**src/rtl/dhcp_pkg.sv**
```systemverilog
// Shared DHCP/BOOTP constants, option codes and state types for the DHCP client transmit path.
package dhcp_pkg;

    localparam int DHCP_LEN = 300;

    localparam logic [7:0] BOOTP_OP_REQUEST = 8'h01;
    localparam logic [7:0] BOOTP_HTYPE_ETH  = 8'h01;
    localparam logic [7:0] BOOTP_HLEN_ETH   = 8'h06;
    localparam logic [7:0] BOOTP_FLAGS_BCAST = 8'h80;
    localparam logic [31:0] MAGIC_COOKIE    = 32'h6382_5363;

    localparam logic [7:0] OPT_MSG_TYPE   = 8'd53;
    localparam logic [7:0] OPT_REQ_IP     = 8'd50;
    localparam logic [7:0] OPT_SERVER_ID  = 8'd54;
    localparam logic [7:0] OPT_PARAM_LIST = 8'd55;
    localparam logic [7:0] OPT_END        = 8'd255;

    // Parameter request list: subnet mask, router, lease time
    localparam logic [7:0] PARAM_SUBNET = 8'd1;
    localparam logic [7:0] PARAM_ROUTER = 8'd3;
    localparam logic [7:0] PARAM_LEASE  = 8'd51;

    localparam logic [7:0] DHCP_DISCOVER = 8'd1;
    localparam logic [7:0] DHCP_REQUEST  = 8'd3;

    localparam logic [15:0] UDP_PORT_SERVER = 16'd67;
    localparam logic [15:0] UDP_PORT_CLIENT = 16'd68;

    // Galois feedback mask for x^32 + x^22 + x^2 + x + 1
    localparam logic [31:0] XID_LFSR_MASK = 32'h8020_0003;

    typedef enum logic [1:0] {ST_IDLE, ST_REQ, ST_SEND, ST_DONE} send_state_t;
    typedef enum logic {MSG_DISCOVER, MSG_REQUEST} msg_t;

endpackage

```
**src/rtl/dhcp_send_if.sv**
```systemverilog
// Trigger, parameter and UDP tx handshake bundle between the network FSM, dhcp_send and the UDP sender.
interface dhcp_send_if;
    import dhcp_pkg::*;

    logic        send_discover;
    logic        send_request;
    logic [47:0] local_mac;
    logic [31:0] requested_ip;
    logic [31:0] server_ip;
    logic        tx_enable;
    logic        tx_next;
    logic        tx_request;
    logic [15:0] tx_length;
    logic [7:0]  tx_data;
    logic        active;
    logic        done;
    logic [31:0] xid;

    modport master (
        input  send_discover, send_request, local_mac, requested_ip, server_ip,
        input  tx_enable, tx_next,
        output tx_request, tx_length, tx_data, active, done, xid
    );

    modport slave (
        output send_discover, send_request, local_mac, requested_ip, server_ip,
        output tx_enable, tx_next,
        input  tx_request, tx_length, tx_data, active, done, xid
    );

endinterface

```
**src/rtl/dhcp_xid_lfsr.sv**
```systemverilog
// Free-running 32-bit Galois LFSR used as the DHCP transaction-ID source.
// Latency: new value every cycle. Backpressure: none, never stalls.
module dhcp_xid_lfsr
    import dhcp_pkg::*;
#(
    parameter logic [31:0] SEED = 32'hA5C3_1E7B
) (
    input  logic        clock,
    input  logic        reset,
    output logic [31:0] value
);

    always_ff @(posedge clock) begin
        if (!reset) begin
            value <= SEED;
        end else begin
            value <= {1'b0, value[31:1]} ^ (value[0] ? XID_LFSR_MASK : 32'h0);
        end
    end

endmodule

```
**src/rtl/dhcp_send.sv**
```systemverilog
// DHCP client transmit: streams a fixed-length DISCOVER/REQUEST payload to the UDP sender.
// Latency: tx_request one cycle after trigger; one byte per tx_next once granted.
// Backpressure: tx_next gates each byte; dropping tx_enable mid-stream aborts to idle.
module dhcp_send
    import dhcp_pkg::*;
#(
    parameter int          PAYLOAD_LEN = DHCP_LEN,
    parameter logic [31:0] XID_SEED    = 32'hA5C3_1E7B
) (
    input  logic        clock,
    input  logic        reset,
    dhcp_send_if.master bus
);

    localparam logic [8:0] LAST_IDX = 9'(PAYLOAD_LEN - 1);

    send_state_t state, state_nxt;
    msg_t        msg_q, msg_nxt;
    logic [8:0]  idx, idx_nxt;
    logic [31:0] xid_q, xid_nxt;
    logic [47:0] mac_q, mac_nxt;
    logic [31:0] rip_q, rip_nxt;
    logic [31:0] sip_q, sip_nxt;
    logic [31:0] lfsr_val;
    logic [7:0]  byte_val;

    dhcp_xid_lfsr #(.SEED(XID_SEED)) u_xid_lfsr (
        .clock (clock),
        .reset (reset),
        .value (lfsr_val)
    );

    always_ff @(posedge clock) begin
        if (!reset) begin
            state <= ST_IDLE;
            msg_q <= MSG_DISCOVER;
            idx   <= 9'd0;
            xid_q <= 32'h0;
            mac_q <= 48'h0;
            rip_q <= 32'h0;
            sip_q <= 32'h0;
        end else begin
            state <= state_nxt;
            msg_q <= msg_nxt;
            idx   <= idx_nxt;
            xid_q <= xid_nxt;
            mac_q <= mac_nxt;
            rip_q <= rip_nxt;
            sip_q <= sip_nxt;
        end
    end

    always_comb begin
        state_nxt = state;
        msg_nxt   = msg_q;
        idx_nxt   = idx;
        xid_nxt   = xid_q;
        mac_nxt   = mac_q;
        rip_nxt   = rip_q;
        sip_nxt   = sip_q;
        case (state)
            ST_IDLE: begin
                if (bus.send_discover || bus.send_request) begin
                    state_nxt = ST_REQ;
                    idx_nxt   = 9'd0;
                    mac_nxt   = bus.local_mac;
                    rip_nxt   = bus.requested_ip;
                    sip_nxt   = bus.server_ip;
                    // REQUEST reuses the xid of the preceding DISCOVER
                    if (bus.send_discover) begin
                        msg_nxt = MSG_DISCOVER;
                        xid_nxt = lfsr_val;
                    end else begin
                        msg_nxt = MSG_REQUEST;
                    end
                end
            end
            ST_REQ: begin
                if (bus.tx_enable) state_nxt = ST_SEND;
            end
            ST_SEND: begin
                if (!bus.tx_enable) begin
                    state_nxt = ST_IDLE;
                end else if (bus.tx_next) begin
                    if (idx == LAST_IDX) state_nxt = ST_DONE;
                    else                 idx_nxt   = idx + 9'd1;
                end
            end
            ST_DONE: state_nxt = ST_IDLE;
            default: state_nxt = ST_IDLE;
        endcase
    end

    always_comb begin
        byte_val = 8'h00;
        if (idx < 9'd243) begin
            case (idx)
                9'd0:   byte_val = BOOTP_OP_REQUEST;
                9'd1:   byte_val = BOOTP_HTYPE_ETH;
                9'd2:   byte_val = BOOTP_HLEN_ETH;
                9'd4:   byte_val = xid_q[31:24];
                9'd5:   byte_val = xid_q[23:16];
                9'd6:   byte_val = xid_q[15:8];
                9'd7:   byte_val = xid_q[7:0];
                9'd10:  byte_val = BOOTP_FLAGS_BCAST;
                9'd28:  byte_val = mac_q[47:40];
                9'd29:  byte_val = mac_q[39:32];
                9'd30:  byte_val = mac_q[31:24];
                9'd31:  byte_val = mac_q[23:16];
                9'd32:  byte_val = mac_q[15:8];
                9'd33:  byte_val = mac_q[7:0];
                9'd236: byte_val = MAGIC_COOKIE[31:24];
                9'd237: byte_val = MAGIC_COOKIE[23:16];
                9'd238: byte_val = MAGIC_COOKIE[15:8];
                9'd239: byte_val = MAGIC_COOKIE[7:0];
                9'd240: byte_val = OPT_MSG_TYPE;
                9'd241: byte_val = 8'd1;
                9'd242: byte_val = (msg_q == MSG_REQUEST) ? DHCP_REQUEST : DHCP_DISCOVER;
                default: byte_val = 8'h00;
            endcase
        end else if (msg_q == MSG_DISCOVER) begin
            case (idx)
                9'd243: byte_val = OPT_PARAM_LIST;
                9'd244: byte_val = 8'd3;
                9'd245: byte_val = PARAM_SUBNET;
                9'd246: byte_val = PARAM_ROUTER;
                9'd247: byte_val = PARAM_LEASE;
                9'd248: byte_val = OPT_END;
                default: byte_val = 8'h00;
            endcase
        end else begin
            case (idx)
                9'd243: byte_val = OPT_REQ_IP;
                9'd244: byte_val = 8'd4;
                9'd245: byte_val = rip_q[31:24];
                9'd246: byte_val = rip_q[23:16];
                9'd247: byte_val = rip_q[15:8];
                9'd248: byte_val = rip_q[7:0];
                9'd249: byte_val = OPT_SERVER_ID;
                9'd250: byte_val = 8'd4;
                9'd251: byte_val = sip_q[31:24];
                9'd252: byte_val = sip_q[23:16];
                9'd253: byte_val = sip_q[15:8];
                9'd254: byte_val = sip_q[7:0];
                9'd255: byte_val = OPT_PARAM_LIST;
                9'd256: byte_val = 8'd3;
                9'd257: byte_val = PARAM_SUBNET;
                9'd258: byte_val = PARAM_ROUTER;
                9'd259: byte_val = PARAM_LEASE;
                9'd260: byte_val = OPT_END;
                default: byte_val = 8'h00;
            endcase
        end
    end

    assign bus.tx_request = (state == ST_REQ);
    assign bus.active     = (state == ST_SEND);
    assign bus.done       = (state == ST_DONE);
    assign bus.tx_length  = 16'(PAYLOAD_LEN);
    assign bus.xid        = xid_q;
    // Only present payload bytes while a message is pending or streaming
    assign bus.tx_data    = (state == ST_REQ || state == ST_SEND) ? byte_val : 8'h00;

endmodule

```
**src/flat_wrapper.sv**
```systemverilog
// flat-port wrapper written by rule: the top's interface ports become plain ports
module dhcp_send_flat import dhcp_pkg::*;
#(
    parameter int          PAYLOAD_LEN = DHCP_LEN,
    parameter logic [31:0] XID_SEED    = 32'hA5C3_1E7B
)
  (clock, reset, bus_send_discover, bus_send_request, bus_local_mac, bus_requested_ip, bus_server_ip, bus_tx_enable, bus_tx_next, bus_tx_request, bus_tx_length, bus_tx_data, bus_active, bus_done, bus_xid);
  dhcp_send_if bus_i ();
  input  logic clock;
  input  logic reset;
  input wire logic [$bits(bus_i.send_discover)-1:0] bus_send_discover;
  input wire logic [$bits(bus_i.send_request)-1:0] bus_send_request;
  input wire logic [$bits(bus_i.local_mac)-1:0] bus_local_mac;
  input wire logic [$bits(bus_i.requested_ip)-1:0] bus_requested_ip;
  input wire logic [$bits(bus_i.server_ip)-1:0] bus_server_ip;
  input wire logic [$bits(bus_i.tx_enable)-1:0] bus_tx_enable;
  input wire logic [$bits(bus_i.tx_next)-1:0] bus_tx_next;
  output wire logic [$bits(bus_i.tx_request)-1:0] bus_tx_request;
  output wire logic [$bits(bus_i.tx_length)-1:0] bus_tx_length;
  output wire logic [$bits(bus_i.tx_data)-1:0] bus_tx_data;
  output wire logic [$bits(bus_i.active)-1:0] bus_active;
  output wire logic [$bits(bus_i.done)-1:0] bus_done;
  output wire logic [$bits(bus_i.xid)-1:0] bus_xid;
  assign bus_i.send_discover = bus_send_discover;
  assign bus_i.send_request = bus_send_request;
  assign bus_i.local_mac = bus_local_mac;
  assign bus_i.requested_ip = bus_requested_ip;
  assign bus_i.server_ip = bus_server_ip;
  assign bus_i.tx_enable = bus_tx_enable;
  assign bus_i.tx_next = bus_tx_next;
  assign bus_tx_request = bus_i.tx_request;
  assign bus_tx_length = bus_i.tx_length;
  assign bus_tx_data = bus_i.tx_data;
  assign bus_active = bus_i.active;
  assign bus_done = bus_i.done;
  assign bus_xid = bus_i.xid;
  dhcp_send #(.PAYLOAD_LEN(PAYLOAD_LEN), .XID_SEED(XID_SEED)) u_core (.clock(clock), .reset(reset), .bus(bus_i));
endmodule
```
**config.mk**
```make
export PLATFORM = sky130hd
export DESIGN_NAME = dhcp_send_flat
export DESIGN_NICKNAME = d
export VERILOG_FILES = /design/src/rtl/dhcp_pkg.sv /design/src/rtl/dhcp_send_if.sv /design/src/rtl/dhcp_xid_lfsr.sv /design/src/rtl/dhcp_send.sv /design/src/flat_wrapper.sv
export SDC_FILE = /design/constraint.sdc
export NUM_CORES = 1
export LEC_CHECK = 0
export ABC_AREA = 1
export ABC_CLOCK_PERIOD_IN_PS = 2500
export CORE_UTILIZATION = 45
export DETAILED_ROUTE_END_ITERATION = 12
export PLACE_DENSITY = 0.72
export SLEW_MARGIN = 20
export SYNTH_ARGS = -nofsm -noshare
export SYNTH_HDL_FRONTEND = slang
export SYNTH_SLANG_ARGS = --single-unit
```
**constraint.sdc**
```tcl
create_clock -name clock -period 2.5 [get_ports clock]
set_clock_uncertainty 0.1 [all_clocks]
set_input_delay 0.5 -clock clock [delete_from_list [all_inputs] [get_ports clock]]
set_output_delay 0.5 -clock clock [all_outputs]
set_load 0.005 [all_outputs]
```
==> results.sh, run 1 <==
export IMPL_status="complete, but fails checks"
export IMPL_failed_checks="setup timing"
export IMPL_detailedRoute_firstIterationViolations=743
export IMPL_routedWlPerCell_um=15.99
export IMPL_holdBufCountCts=0
export IMPL_final_layout_setup_total_negative_slack_ns=-3.417
export IMPL_synth_top_cells_by_area="sky130_fd_sc_hd__dfxtp_1, sky130_fd_sc_hd__nor2_1, sky130_fd_sc_hd__o21ai_0"
export IMPL_fp_coreArea_um2=18270
export IMPL_htree_num_levels=4
export IMPL_yosys_area_share_adder=0.01323
export IMPL_fmax_mhz=337.7
export IMPL_post_synth_mux_area_share=0
export IMPL_remaining_drc_errors=0
export IMPL_maxSlewViolCount=0
export IMPL_synthXorXnorAreaFrac=0.007203
export IMPL_cts_buffer_depth=2
export IMPL_area_growth_synth_to_final_pct=43.92
export IMPL_root_buffer="sky130_fd_sc_hd__clkbuf_16"
export IMPL_clk_latency_ns=0.44
export IMPL_synth_area_leader_cell="sky130_fd_sc_hd__dfxtp_1"
export IMPL_cts_reportedPaths_clkPinSlew_ns=0.07
export IMPL_final_antenna_net_count=0
export IMPL_combPwrFrac=0.361
export IMPL_design_final_nets=1600
export IMPL_grt_max_degree=90
export IMPL_min_path_type="in -> reg"
export IMPL_power_density_nw_per_um2=911.6
export IMPL_worst_ir_drop_vdd_mv=0.6625
export IMPL_r2r_slack_ns=0.41
export IMPL_antenna_found_initial=1
export IMPL_chipWidth_um=139.5
export IMPL_internal_power_mw=6.963
export IMPL_synth_top_family_by_area="simple AND/OR/NAND/NOR gates"
export IMPL_finalNonFillerCells=1714
export IMPL_power_clock_fraction=0.234
export IMPL_slowest_delay_ns=0.38
export IMPL_synth_seq_area_share=0.4422
export IMPL_dp_worst_setup_slack_ns=-0.5847
export IMPL_power_share_switching=0.3766
export IMPL_clock_sink_count=188
export IMPL_finalWeightedCongestion=0.9263
export IMPL_reg2reg_depth=13
export IMPL_element_type_at_the_critical_path_end="output port"
export IMPL_power_frac_seq=0.405
export IMPL_timing_hold_worst_endpoint="u_core.u_xid_lfsr.value[31]$_SDFF_PN1_"
export IMPL_period_needed_ns=2.961
export IMPL_diodes=0
export IMPL_port_buffers=160
export IMPL_number_of_cts_inserted_buffers=17
export IMPL_grt_util_all_layers=0.2789
export IMPL_min_delay_path_depth=2
export IMPL_grt_setup_unrepaired="true"
export IMPL_switching_power_mw=4.205
export IMPL_critPathTopFamily="simple AND/OR/NAND/NOR gates"
export IMPL_crit_path_top_delay_cell="sky130_fd_sc_hd__dfxtp_4"
export IMPL_path_common_cell="sky130_fd_sc_hd__nand2_1"
export IMPL_min_delay_start="reset"
export IMPL_fp_dieArea_um2=19470
export IMPL_critical_path_required_ns=1.90
export IMPL_place_detailed_instances=1662
export IMPL_count_of_final_setup_violators=8
export IMPL_wire_length_of_the_first_global_routing_pass_mm=42.39
export IMPL_arrival_ns=2.36
export IMPL_initial_utilization=0.4659
export IMPL_drt_pass1_iterations=5
export IMPL_finalHoldWorstSlack_ns=0.2331
export IMPL_rows=49
export IMPL_ys_warn_count=0
export IMPL_route_vias_total=8975
export IMPL_overflow=0
export IMPL_critical_path_reg2reg_startpoint="u_core.idx[1]$_SDFFE_PN0P_"
export IMPL_period_utilization_post_route=1.185
export IMPL_post_route_cells_drive_above_1_share=0.1966
export IMPL_cts_tree="built"
export IMPL_first_global_vias=8096
export IMPL_synth_cell_type_count=30
export IMPL_syn_std_cell_area_um2=8512
export IMPL_timing_rr_end="u_core.idx[1]$_SDFFE_PN0P_"
export IMPL_timing_final_hold_violations=0
export IMPL_layout_setup_ws_ns=-0.4614
export IMPL_critical_path_cell_chain="buf_6, ha_4, nand3_4, buf_4, nor2_4, nand3_1, nand2_1, inv_1, nand2_1, nor2_1, nand3_1, nand2_1, a21oi_2, buf_2"
export IMPL_worst_path_buf_inv=4
export IMPL_stdcell_area_um2=12250
export IMPL_drv_max_cap_violation_count=0
export IMPL_yosys_register_bits=188
export IMPL_critical_path_class="reg -> out"
export IMPL_route_detailed_vias_per_inst=5.236
export IMPL_worstSetupStartpointType="flip-flop"
export IMPL_post_dp_cell_area_um2=10920
export IMPL_dpl_hpwl_mm=19.62
export IMPL_cp_max_fo=4
export IMPL_leakagePower_nw=5.347
export IMPL_complex_gate_fraction_of_the_synthesized_area=0.1219
export IMPL_fp_dieH_um=139.5
export IMPL_layout_filler_cells=1577
export IMPL_synth_simple_gate_area_share=0.3287
export IMPL_portion_of_synthesized_cell_area_occupied_by_the_leading_cell_type=0.4422
export IMPL_num_io_pins=177
export IMPL_detail_route_wirelength_mm=27.40
export IMPL_number_of_instances_in_the_synthesized_netlist=1247
export IMPL_syn_avg_cell_area_um2=6.826
[how the worst max path moves through the flow]
stage | startpoint | to | slack, ns | cells past startpoint
6_report | u_core.idx[1]$_SDFFE_PN0P_ | bus_tx_data[0] | -0.46 | 14
5_1_grt | u_core.idx[2]$_SDFFE_PN0P_ | bus_tx_data[2] | -0.52 | 12
4_1_cts | u_core.idx[1]$_SDFFE_PN0P_ | bus_tx_data[7] | -0.47 | 15
3_5_place_dp | u_core.idx[1]$_SDFFE_PN0P_ | bus_tx_data[5] | -0.58 | 13
3_3_place_gp | u_core.idx[1]$_SDFFE_PN0P_ | bus_tx_data[5] | -0.61 | 13
2_1_floorplan | u_core.idx[0]$_SDFFE_PN0P_ | bus_tx_data[6] | 0.18 | 12
[routing by layer]
layer	track usage	routed length, um	vias up
li1	-	-	4448
met1	0.4077	12850	4130
met2	0.4229	12230	350
met3	0.04301	1827	45
met4	0.08039	485	2
met5	0	13	-
[metrics by stage]
stage | utilization | power [mW]
4_1_cts | 0.6585 | 11.05
5_1_grt | 0.6705 | 11.83
3_5_place_dp | 0.5979 | 8.306
6_report | 0.6705 | 11.17
2_1_floorplan | - | 6.477
3_3_place_gp | 0.5979 | 8.229
[cell usage in the layout, fill, tap and decap left out, drive strengths merged]
cell type,netlist,layout
ha,9,9
nor2,327,327
a211oi,1,1
a31oi,2,2
conb,2,16
clkdlybuf4s15,0,1
bufbuf,0,1
inv,80,89
xnor2,1,1
dfxtp,188,188
buf,40,126
a21boi,1,1
clkbuf,46,18
nand4,26,26
clkinv,2,5
o21ai,143,143
clkinvlp,0,1
o2111ai,1,1
nand2,183,183
xor2,6,6
and3,1,1
a22oi,4,4
nor3,10,10
nand3,116,116
or2,7,7
a21oi,51,51
clkdlybuf4s50,0,151
[layout make-up]
cell class	count	area (um2)	area share
Clock buffer	18	439.2	0.03585
Multi-Input combinational cell	905	4579	0.3738
Sequential cell	188	3776	0.3082
Tap cell	229	286.5	0.02339
Timing Repair Buffer	279	2725	0.2224
Inverter	82	320.3	0.02615
Clock inverter	13	123.9	0.01011
[cell usage after synthesis, drive strengths merged]
cell type / count
buf: 40
dfxtp: 188
a21boi: 1
o2111ai: 1
a31oi: 2
conb: 2
o21ai: 143
or2: 7
xor2: 6
nand2: 183
ha: 9
and3: 1
a21oi: 51
a211oi: 1
nor2: 327
nor3: 10
nand4: 26
clkinv: 2
nand3: 116
clkbuf: 46
inv: 80
a22oi: 4
xnor2: 1
[cells by family (layout without fill, tap and decap cells)]
kind of cell             Yosys count  after routing
AND/OR/NAND/NOR                  670            670
AO/OA/AOI/OAI                    203            203
flip-flops                       188            188
buffers and inverters            168            392
adder cells (fa/ha/maj)            9              9
XOR/XNOR                           7              7
other                              2             16
[registers in the layout, summed over array words and instances, names as in the netlist]
register / cells
u_core.bus.xid: 32
u_core.idx: 9
u_core.mac_q: 48
u_core.msg_q: 1
u_core.rip_q: 32
u_core.sip_q: 32
u_core.state: 2
u_core.u_xid_lfsr.value: 32
[repair_timing]
item                       CTS  global route
setup buffers               18             5
resized for setup          140            63
gates cloned                 2             0
setup endpoints to repair    8             9
pin swaps                   47            43
[worst register-to-register path: stages (launching register included)]
cell	delay [ns]
sky130_fd_sc_hd__dfxtp_4	0.38
sky130_fd_sc_hd__buf_6	0.12
sky130_fd_sc_hd__ha_4	0.19
sky130_fd_sc_hd__buf_6	0.13
sky130_fd_sc_hd__nand3_2	0.11
sky130_fd_sc_hd__buf_4	0.15
sky130_fd_sc_hd__nor2_1	0.09
sky130_fd_sc_hd__nand2_1	0.09
sky130_fd_sc_hd__nand2_1	0.09
sky130_fd_sc_hd__o21ai_1	0.06
sky130_fd_sc_hd__nand3_1	0.09
sky130_fd_sc_hd__buf_4	0.18
sky130_fd_sc_hd__nand2_1	0.06
sky130_fd_sc_hd__a21oi_1	0.18
[power by group through the flow]
stage	clock (mW)	sequential (mW)	combinational, mW
floorplan	0	4.33	2.14
global route	2.76	4.60	4.46
finish	2.61	4.53	4.03
global placement	0	4.52	3.71
CTS	2.63	4.50	3.93
detailed placement	0	4.53	3.77
Note: power is estimated with default switching activity, not from simulation.
==> inputs of run 2 (changes only) <==
--- a/config.mk
+++ b/config.mk
@@ -7,6 +7,7 @@
 export LEC_CHECK = 0
 export ABC_AREA = 1
 export ABC_CLOCK_PERIOD_IN_PS = 2500
+export CORE_ASPECT_RATIO = 0.8
 export CORE_UTILIZATION = 45
 export DETAILED_ROUTE_END_ITERATION = 12
 export PLACE_DENSITY = 0.72
==> constraint.sdc (replaced) <==
create_clock -name clock -period 2.5 [get_ports clock]
set_clock_uncertainty 0.1 [all_clocks]
set_input_delay 0.5 -clock clock [delete_from_list [all_inputs] [get_ports clock]]
set_output_delay 0.5 -clock clock [all_outputs]
set_load 0.1 [all_outputs]
==> run 2 against run 1 <==
The flow still finishes with violations (setup timing). Non-clock buffer count is 24 lower. Worst setup slack worse by 0.085 ns. Via count is 0.79% lower. Largest power group is now combinational logic. Flip-flop and latch count stayed put. Sequential share of layout area is 0.98 points higher. Global-route usage is 1.1 points higher. Critical path depth is 1 lower.
==> results.sh, run 2 (synthesis results as in run 1) <==
export IMPL_wire_length_of_the_first_global_routing_pass_mm=43.50
export IMPL_timing_slew_headroom=0.4373
export IMPL_grt_util_all_layers=0.2900
export IMPL_route_detailed_vias_per_inst=5.192
export IMPL_detail_route_wirelength_mm=28.01
export IMPL_clock_sink_count=188
export IMPL_min_delay_path_depth=3
export IMPL_cts_tree="built"
export IMPL_fp_dieH_um=125.0
export IMPL_critPathTopFamily="simple AND/OR/NAND/NOR gates"
export IMPL_reg2reg_depth=13
export IMPL_failed_checks="setup timing"
export IMPL_critical_path_reg2reg_startpoint="u_core.idx[6]$_SDFFE_PN0P_"
export IMPL_layout_commonest_cell="sky130_fd_sc_hd__nor2_1"
export IMPL_min_delay_start="reset"
export IMPL_cts_buffer_depth=2
export IMPL_initial_utilization=0.4643
export IMPL_period_utilization_post_route=1.219
export IMPL_post_route_cells_drive_above_1_share=0.1840
export IMPL_status="complete, but fails checks"
export IMPL_finalHoldWorstSlack_ns=0.2583
export IMPL_drt_pass1_iterations=5
export IMPL_crit_path_top_delay_cell="sky130_fd_sc_hd__dfxtp_4"
export IMPL_num_io_pins=177
export IMPL_layout_filler_cells=1678
export IMPL_worst_path_buf_inv=3
export IMPL_r2r_slack_ns=0.45
export IMPL_holdBufCountCts=0
export IMPL_post_layout_total_power_mw=13.19
export IMPL_diodes=0
export IMPL_power_density_nw_per_um2=1109
export IMPL_first_global_vias=8029
export IMPL_routedWlPerCell_um=16.33
export IMPL_critical_path_class="reg -> out"
export IMPL_min_path_type="in -> reg"
export IMPL_clk_latency_ns=0.44
export IMPL_arrival_ns=2.45
export IMPL_fp_coreArea_um2=18330
export IMPL_critical_path_required_ns=1.90
export IMPL_htree_num_levels=4
export IMPL_critical_path_cell_chain="buf_6, ha_4, inv_4, nor2_4, nand2_2, nor2_4, nand2_2, nand4_1, nor2_1, nand3_1, nand2_2, nor2_4, buf_12"
export IMPL_grt_max_degree=108
export IMPL_area_growth_synth_to_final_pct=39.70
export IMPL_remaining_drc_errors=0
export IMPL_port_buffers=160
export IMPL_leakagePower_nw=5.310
export IMPL_fp_dieArea_um2=19470
export IMPL_overflow=0
export IMPL_cts_reportedPaths_clkPinSlew_ns=0.08
export IMPL_timing_hold_worst_endpoint="u_core.u_xid_lfsr.value[25]$_SDFF_PN0_"
export IMPL_timing_rr_end="u_core.idx[0]$_SDFFE_PN0P_"
export IMPL_number_of_cts_inserted_buffers=17
export IMPL_fmax_mhz=328.2
export IMPL_timing_final_hold_violations=0
export IMPL_finalWeightedCongestion=0.9384
export IMPL_period_needed_ns=3.047
export IMPL_cp_max_fo=7
export IMPL_chipWidth_um=155.8
export IMPL_slowest_delay_ns=0.39
export IMPL_detailedRoute_firstIterationViolations=858
export IMPL_largest_register_ff_count=48
export IMPL_grt_setup_unrepaired="true"
export IMPL_design_final_nets=1576
export IMPL_worst_slew_pin_transition_ns=0.8440
export IMPL_register_with_the_most_flip_flops="u_core.mac_q"
export IMPL_drv_max_cap_violation_count=0
export IMPL_final_antenna_net_count=0
export IMPL_worstSetupStartpointType="flip-flop"
export IMPL_most_frequent_cells_in_the_layout="sky130_fd_sc_hd__nor2_1, sky130_fd_sc_hd__dfxtp_1, sky130_fd_sc_hd__nand2_1, sky130_fd_sc_hd__o21ai_0"
export IMPL_dpl_hpwl_mm=20.94
export IMPL_maxSlewViolCount=0
export IMPL_root_buffer="sky130_fd_sc_hd__clkbuf_16"
export IMPL_worst_ir_drop_vdd_mv=0.7855
export IMPL_rows=44
export IMPL_count_of_final_setup_violators=8
export IMPL_route_vias_total=8904
export IMPL_layout_setup_ws_ns=-0.5467
export IMPL_antenna_found_initial=0
export IMPL_element_type_at_the_critical_path_end="output port"
## run 2: changes by cell type in the layout (fill, tap and decap cells not counted), moves of 5 or more
cell | before | now
sky130_fd_sc_hd__a21oi_2 | 7 | 2
sky130_fd_sc_hd__buf_2 | 8 | 0
sky130_fd_sc_hd__buf_4 | 84 | 116
sky130_fd_sc_hd__buf_6 | 19 | 7
sky130_fd_sc_hd__clkdlybuf4s50_1 | 151 | 116
sky130_fd_sc_hd__nand2_1 | 150 | 158
sky130_fd_sc_hd__nand2_2 | 26 | 21
sky130_fd_sc_hd__nand3_1 | 97 | 107
sky130_fd_sc_hd__nand3_4 | 6 | 0
sky130_fd_sc_hd__nor2_1 | 291 | 304
sky130_fd_sc_hd__nor2_2 | 19 | 7
## run 2: through the flow
step / worst slack [ns] / TNS (ns) / instance area [um2] / utilization / cells
finish: -0.5467 / -4.165 / 11890 / 0.6486 / 1715
detailed placement: -0.1495 / -0.8572 / 10970 / 0.5984 / 1673
floorplan: -0.1095 / -0.4429 / 8787 / - / 1261
CTS: -0.4982 / -3.853 / 11780 / 0.6425 / 1711
global route: -0.6188 / -4.785 / 11890 / 0.6486 / 1715
global placement: -0.1857 / -1.021 / 10970 / 0.5984 / 1673
## run 2: worst max-delay path by stage
stage	slack [ns]	end	cells after the start	start
global route	-0.62	bus_tx_data[4]	13	u_core.idx[0]$_SDFFE_PN0P_
detailed placement	-0.15	bus_tx_data[2]	13	u_core.idx[1]$_SDFFE_PN0P_
CTS	-0.50	bus_tx_data[4]	13	u_core.idx[0]$_SDFFE_PN0P_
floorplan	-0.11	bus_tx_data[5]	15	u_core.idx[5]$_SDFFE_PN0P_
global placement	-0.19	bus_tx_data[2]	13	u_core.idx[0]$_SDFFE_PN0P_
finish	-0.55	bus_tx_data[1]	13	u_core.idx[0]$_SDFFE_PN0P_
## run 2: metal layers
metal,up-vias,track usage,wire length [um],share of wire
met2,347,0.4189,11700,0.42
met3,16,0.05511,2171,0.078
met1,4144,0.4459,13920,0.50
met4,0,0.05306,210,0.0075
met5,-,0,0,0
li1,4397,-,-,-
## run 2: what timing repair did
| action | 4_1_cts | 5_1_grt |
|---|---|---|
| buffers inserted | 5 | 4 |
| pin swaps | 17 | 29 |
| gates resized for setup | 38 | 22 |
| endpoints found under the setup margin | 8 | 8 |
| cloned | 1 | 0 |
## run 2: report_power, final
part	leakage [nW]	internal [mW]	total, mW	switching (mW)
logic	3.44	1.71	5.79	4.08
clock network	0.306	1.50	2.83	1.33
registers	1.57	3.89	4.56	0.668
## run 2: area by class of cell
| type | instances | area (um2) | area share |
|---|---|---|---|
| clock buffers | 19 | 452.9 | 0.03809 |
| flip-flops and latches | 188 | 3782 | 0.3181 |
| multi-input cells | 905 | 4413 | 0.3711 |
| inverters | 82 | 315.3 | 0.02652 |
| clock inverters | 13 | 172.7 | 0.01452 |
| well taps | 253 | 316.6 | 0.02662 |
| repair buffers | 255 | 2439 | 0.2051 |
## run 2: worst reg2reg max path: cells and delay by family, from the launching register on
family                 cells  cell delay, ns
buffers and inverters      5            0.62
AND/OR/NAND/NOR            6            0.62
flip-flops                 1            0.36
AO/OA/AOI/OAI              2            0.25
==> inputs of run 3 (changes only) <==
--- a/config.mk
+++ b/config.mk
@@ -7,7 +7,7 @@
 export LEC_CHECK = 0
 export ABC_AREA = 1
 export ABC_CLOCK_PERIOD_IN_PS = 2500
-export CORE_ASPECT_RATIO = 0.8
+export CORE_ASPECT_RATIO = 0.7
 export CORE_UTILIZATION = 45
 export DETAILED_ROUTE_END_ITERATION = 12
 export PLACE_DENSITY = 0.72
==> run 3 against run 2 <==
The run ends with DRC, setup timing left. Utilization grew 0.20 points. Final area hardly changed. Register-to-register slack better by 0.05 ns. Flip-flop and latch count unchanged. Worst setup slack improved by 0.025 ns. Via count is 1.7% lower. Die area hardly changed. Critical path type unchanged. Critical endpoint is now bus_tx_data[7].
==> results.sh, run 3 (synthesis results as in run 1) <==
export IMPL_period_utilization_post_route=1.209
export IMPL_leakagePower_nw=5.291
export IMPL_fp_dieH_um=117.1
export IMPL_drt_pass1_iterations=9
export IMPL_r2r_slack_ns=0.50
export IMPL_overflow=0
export IMPL_detail_route_wirelength_mm=27.97
export IMPL_failed_checks="DRC, setup timing"
export IMPL_worst_ir_drop_vdd_mv=0.6856
export IMPL_critical_path_reg2reg_startpoint="u_core.idx[0]$_SDFFE_PN0P_"
export IMPL_grt_max_degree=106
export IMPL_initial_utilization=0.4661
export IMPL_rows=41
export IMPL_clock_sink_count=188
export IMPL_detailedRoute_firstIterationViolations=807
export IMPL_clk_latency_ns=0.44
export IMPL_diodes=0
export IMPL_maxSlewViolCount=0
export IMPL_layout_commonest_cell="sky130_fd_sc_hd__nor2_1"
export IMPL_route_vias_total=8753
export IMPL_wire_length_of_the_first_global_routing_pass_mm=43.26
export IMPL_number_of_cts_inserted_buffers=17
export IMPL_min_path_type="in -> reg"
export IMPL_finalNonFillerCells=1691
export IMPL_grt_util_all_layers=0.2901
export IMPL_timing_rr_end="u_core.idx[8]$_SDFFE_PN0P_"
export IMPL_fmax_mhz=331.0
export IMPL_root_buffer="sky130_fd_sc_hd__clkbuf_16"
export IMPL_timing_slew_headroom=0.6618
export IMPL_dpl_hpwl_mm=20.92
export IMPL_count_of_final_setup_violators=8
export IMPL_finalWeightedCongestion=0.9968
export IMPL_cp_max_fo=6
export IMPL_cts_tree="built"
export IMPL_place_detailed_instances=1651
export IMPL_met1_usage=0.4445
export IMPL_finalHoldWorstSlack_ns=0.2589
export IMPL_area_growth_synth_to_final_pct=39.60
export IMPL_chipWidth_um=166.4
export IMPL_drv_max_cap_violation_count=0
export IMPL_period_needed_ns=3.021
export IMPL_critical_path_class="reg -> out"
export IMPL_post_route_cells_drive_above_1_share=0.1890
export IMPL_grt_setup_unrepaired="true"
export IMPL_power_density_nw_per_um2=1107
export IMPL_cts_buffer_depth=2
export IMPL_startpoint="u_core.idx[1]$_SDFFE_PN0P_"
export IMPL_worst_setup_path_endpoint="bus_tx_data[7]"
export IMPL_status="complete, but fails checks"
export IMPL_element_type_at_the_critical_path_end="output port"
export IMPL_worstSetupStartpointType="flip-flop"
export IMPL_layout_setup_ws_ns=-0.5214
export IMPL_globalRouteMet3Util=0.06960
export IMPL_reg2reg_depth=11
export IMPL_largest_register_ff_count=48
export IMPL_routedWlPerCell_um=16.54
export IMPL_route_detailed_vias_per_inst=5.176
export IMPL_most_frequent_cells_in_the_layout="sky130_fd_sc_hd__nor2_1, sky130_fd_sc_hd__dfxtp_1, sky130_fd_sc_hd__nand2_1, sky130_fd_sc_hd__o21ai_0, sky130_fd_sc_hd__clkdlybuf4s50_1"
export IMPL_register_with_the_most_flip_flops="u_core.mac_q"
export IMPL_holdBufCountCts=0
export IMPL_fp_coreArea_um2=18260
export IMPL_antenna_found_initial=0
export IMPL_timing_final_hold_violations=0
export IMPL_post_layout_total_power_mw=13.15
export IMPL_remaining_drc_errors=4
export IMPL_design_final_nets=1569
export IMPL_busiest_layer_in_global_routing="met1"
export IMPL_port_buffers=160
export IMPL_dp_worst_setup_slack_ns=-0.1157
export IMPL_critical_path_required_ns=1.90
export IMPL_worst_slew_pin_transition_ns=0.5067
export IMPL_first_global_vias=7865
export IMPL_num_io_pins=177
export IMPL_cts_reportedPaths_clkPinSlew_ns=0.07
export IMPL_global_route_usage_met2=0.4053
export IMPL_htree_num_levels=4
export IMPL_arrival_ns=2.42
export IMPL_final_antenna_net_count=0
export IMPL_fp_dieArea_um2=19480
## run 3: cell types whose count changed in the layout (fill, tap and decap cells not counted), sizes merged
cell and delta:
buf -6, bufbuf -1, bufinv +1, clkinv -1, clkinvlp +1, inv -1
## run 3: final cells by class
type / instances / area (um2)
Clock inverter: 13 / 175.2
Sequential cell: 188 / 3791
Tap cell: 236 / 295.3
Clock buffer: 19 / 442.9
Fill cell: 1656 / 6380
Multi-Input combinational cell: 905 / 4466
Inverter: 82 / 322.8
Timing Repair Buffer: 248 / 2390
## run 3: worst max-delay path, cell delays in order (launching register included)
cell and delay [ns]:
sky130_fd_sc_hd__dfxtp_4 0.38, sky130_fd_sc_hd__inv_4 0.08, sky130_fd_sc_hd__ha_4 0.17, sky130_fd_sc_hd__inv_4 0.05
sky130_fd_sc_hd__nor2_4 0.13, sky130_fd_sc_hd__buf_4 0.14, sky130_fd_sc_hd__buf_4 0.13, sky130_fd_sc_hd__nand4_1 0.15
sky130_fd_sc_hd__nand4_1 0.15, sky130_fd_sc_hd__nor2_1 0.07, sky130_fd_sc_hd__nand3_1 0.09, sky130_fd_sc_hd__nand2_1 0.11
sky130_fd_sc_hd__nor2_4 0.15, sky130_fd_sc_hd__buf_12 0.18
## run 3: how the worst min path moves through the flow
stage	startpoint	endpoint	slack, ns	cells past startpoint
2_1_floorplan	u_core.u_xid_lfsr.value[11]$_SDFF_PN1_	u_core.u_xid_lfsr.value[10]$_SDFF_PN1_	0.29	2
3_5_place_dp	u_core.u_xid_lfsr.value[6]$_SDFF_PN1_	u_core.u_xid_lfsr.value[5]$_SDFF_PN1_	0.30	2
4_1_cts	reset	u_core.u_xid_lfsr.value[16]$_SDFF_PN1_	0.24	2
5_1_grt	reset	u_core.u_xid_lfsr.value[16]$_SDFF_PN1_	0.25	2
6_report	reset	u_core.u_xid_lfsr.value[16]$_SDFF_PN1_	0.26	2
3_3_place_gp	u_core.u_xid_lfsr.value[12]$_SDFF_PN1_	u_core.u_xid_lfsr.value[11]$_SDFF_PN1_	0.30	2
## run 3: what timing repair did
action                                  in CTS  in global routing
resized for setup                           41                 42
pin swaps                                   19                 19
setup buffers                                4                  4
gates cloned                                 0                  0
endpoints found under the setup margin       8                  8
## run 3: per-stage QoR
| step | util | setup TNS, ns | cell area (um2) |
|---|---|---|---|
| 4_1_cts | 0.6416 | -3.652 | 11720 |
| 5_1_grt | 0.6507 | -4.430 | 11880 |
| 6_report | 0.6507 | -3.667 | 11880 |
| 3_5_place_dp | 0.5989 | -0.6748 | 10940 |
| 2_1_floorplan | - | -0.4429 | 8787 |
| 3_3_place_gp | 0.5989 | -0.6464 | 10940 |
## run 3: metal layers
layer  part of all wire  vias up
li1                   -     4393
met5                  0        -
met1               0.50     4018
met2               0.40      318
met4              0.011        0
met3              0.086       24
## run 3: power breakdown
part | leakage [nW] | internal [mW] | switching [mW]
combinational | 3.42 | 1.69 | 4.06
sequential | 1.57 | 3.89 | 0.679
clock | 0.300 | 1.55 | 1.28
total | 5.29 | 7.13 | 6.03
==> patch (settings of run 2) <==
The 4 states of `send_state_t` get a one-hot encoding in 4 bits.
--- a/src/rtl/dhcp_pkg.sv
+++ b/src/rtl/dhcp_pkg.sv
@@ -29,7 +29,7 @@
     // Galois feedback mask for x^32 + x^22 + x^2 + x + 1
     localparam logic [31:0] XID_LFSR_MASK = 32'h8020_0003;
 
-    typedef enum logic [1:0] {ST_IDLE, ST_REQ, ST_SEND, ST_DONE} send_state_t;
+    typedef enum logic [3:0] {ST_IDLE = 4'b0001, ST_REQ = 4'b0010, ST_SEND = 4'b0100, ST_DONE = 4'b1000} send_state_t;
     typedef enum logic {MSG_DISCOVER, MSG_REQUEST} msg_t;
 
 endpackage
Formal check against the unedited RTL: no difference found for any inputs over 4 cycles, from zero or initial values and one cycle with reset low; so few cycles prove little.
==> patch against run 2 <==
The run still ends with negative setup slack left. Setup slack better by 0.052 ns. Wire length up 2.3%. Design area up 5.2%. Synthesized area increased by 2.7%. Utilization is 1.1 points higher. First-iteration DRC count decreased by 0.12%. Sequential cell count up 2.
Power is not compared: it rests on default switching activity, and its combinational part moved more than twofold at a synthesized area within 25%.
==> patch: results <==
[sta]
relSlewSlack_pct = 64.4
finalSetupViolCount = 8
fin_ws_ns = -0.495
timing.hold.ws_ns = 0.337

[global_routing]
grtUsageMet1_pct = 42.1
grt_pass1_vias = 8545
grt.total_usage_pct = 29.0
use_met3_pct = 5.77
grt_max_degree = 91
grt_pass1_wl_um = 44200
met2_usage_pct = 42.3

[logic_synthesis]
ys_types = 32
synth_fa_ha_area_share_pct = 0.715
synth_xor_area_share_pct = 0.601
avgSynthCellArea_sq_um = 6.89
synth_compound_area_share_pct = 13.6
ys_seq_area_share_pct = 43.5
synth_mux_area_share_pct = 0
synth_common_cells = "nand2_1, dfxtp_1, nand3_1"
synthArstFlopShare_pct = 0
synth.area.top_cells = "dfxtp_1, nand2_1, nand3_1, a21oi_1, nor2_1"

[clock_network]
clock_path_buffers = 2
cts.clk_slew.worst_paths_ns = 0.08

[outcome]
status = "finished with violations"
violations = "negative setup slack"

[hold_path]
hold_class = "reg -> reg"

[place]
dpl.hpwl_um = 21000
dp_slack_ns = -0.277
gp_congestion = 0.952
place_inst = 1720

[route]
vias = 9349
wl_met2_um = 12600
finalWirelength_um = 28600
wl_met3_um = 2130
wl_per_cell_um = 16.2
maxUsedRoutingLayer = "met4"
first_iter_violations = 857
met1_length_um = 13300

[worst_setup_path]
reg2reg_slack_ns = 0.19
crit_path_max_fanout = 8
arrival_ns = 2.39

[finish]
drive_gt1_share_pct = 22.6
largest_register_ff_count = 48
final_nets = 1619
fillCellCount = 1612
## patch: where the power goes
part,total (mW),switching [mW],internal [mW]
logic,2.42,1.65,0.777
clock network,2.79,1.42,1.37
registers,3.59,0.215,3.37
## patch: timing repair
item | CTS | global route
setup buffers | 16 | 7
hold buffers | 0 | 0
gates resized for setup | 92 | 59
pin swaps | 25 | 48
cloned | 0 | 0
endpoints found under the setup margin | 8 | 9
## patch: stage by stage
stage          instance area [sq um]  setup TNS, ns
3_5_place_dp                   11300          -1.71
6_report                       12500          -3.81
5_1_grt                        12500          -4.58
3_3_place_gp                   11300          -1.39
4_1_cts                        12300          -4.17
2_1_floorplan                   8890          -2.42
## patch: area by class of cell
cell class	instances	area, sq um	share of cell area, %
Clock buffer	17	425	3.40
Multi-Input combinational cell	897	4640	37.1
Clock inverter	15	190	1.52
Timing Repair Buffer	282	2690	21.5
Sequential cell	190	3830	30.6
Tap cell	258	323	2.58
Inverter	108	419	3.35
## patch: worst max-delay path: stages (launching register included)
cell and delay [ns]:
dfxtp_4 0.38, inv_4 0.09, ha_4 0.14, buf_6 0.11
nand2_4 0.06, nor2_2 0.17, buf_6 0.16, nand3_1 0.07
nand4_1 0.17, nor2_1 0.06, nand3_1 0.09, nand2_2 0.07
a21oi_4 0.18, buf_12 0.19
## patch: final timing paths
path,startpoint,endpoint,cells after the start
min,u_core.u_xid_lfsr.value[16],u_core.u_xid_lfsr.value[15],2
max,u_core.idx[1],bus_tx_data[5],13
max reg2reg,u_core.idx[1],u_core.idx[6],15
min reg2reg,u_core.u_xid_lfsr.value[16],u_core.u_xid_lfsr.value[15],2
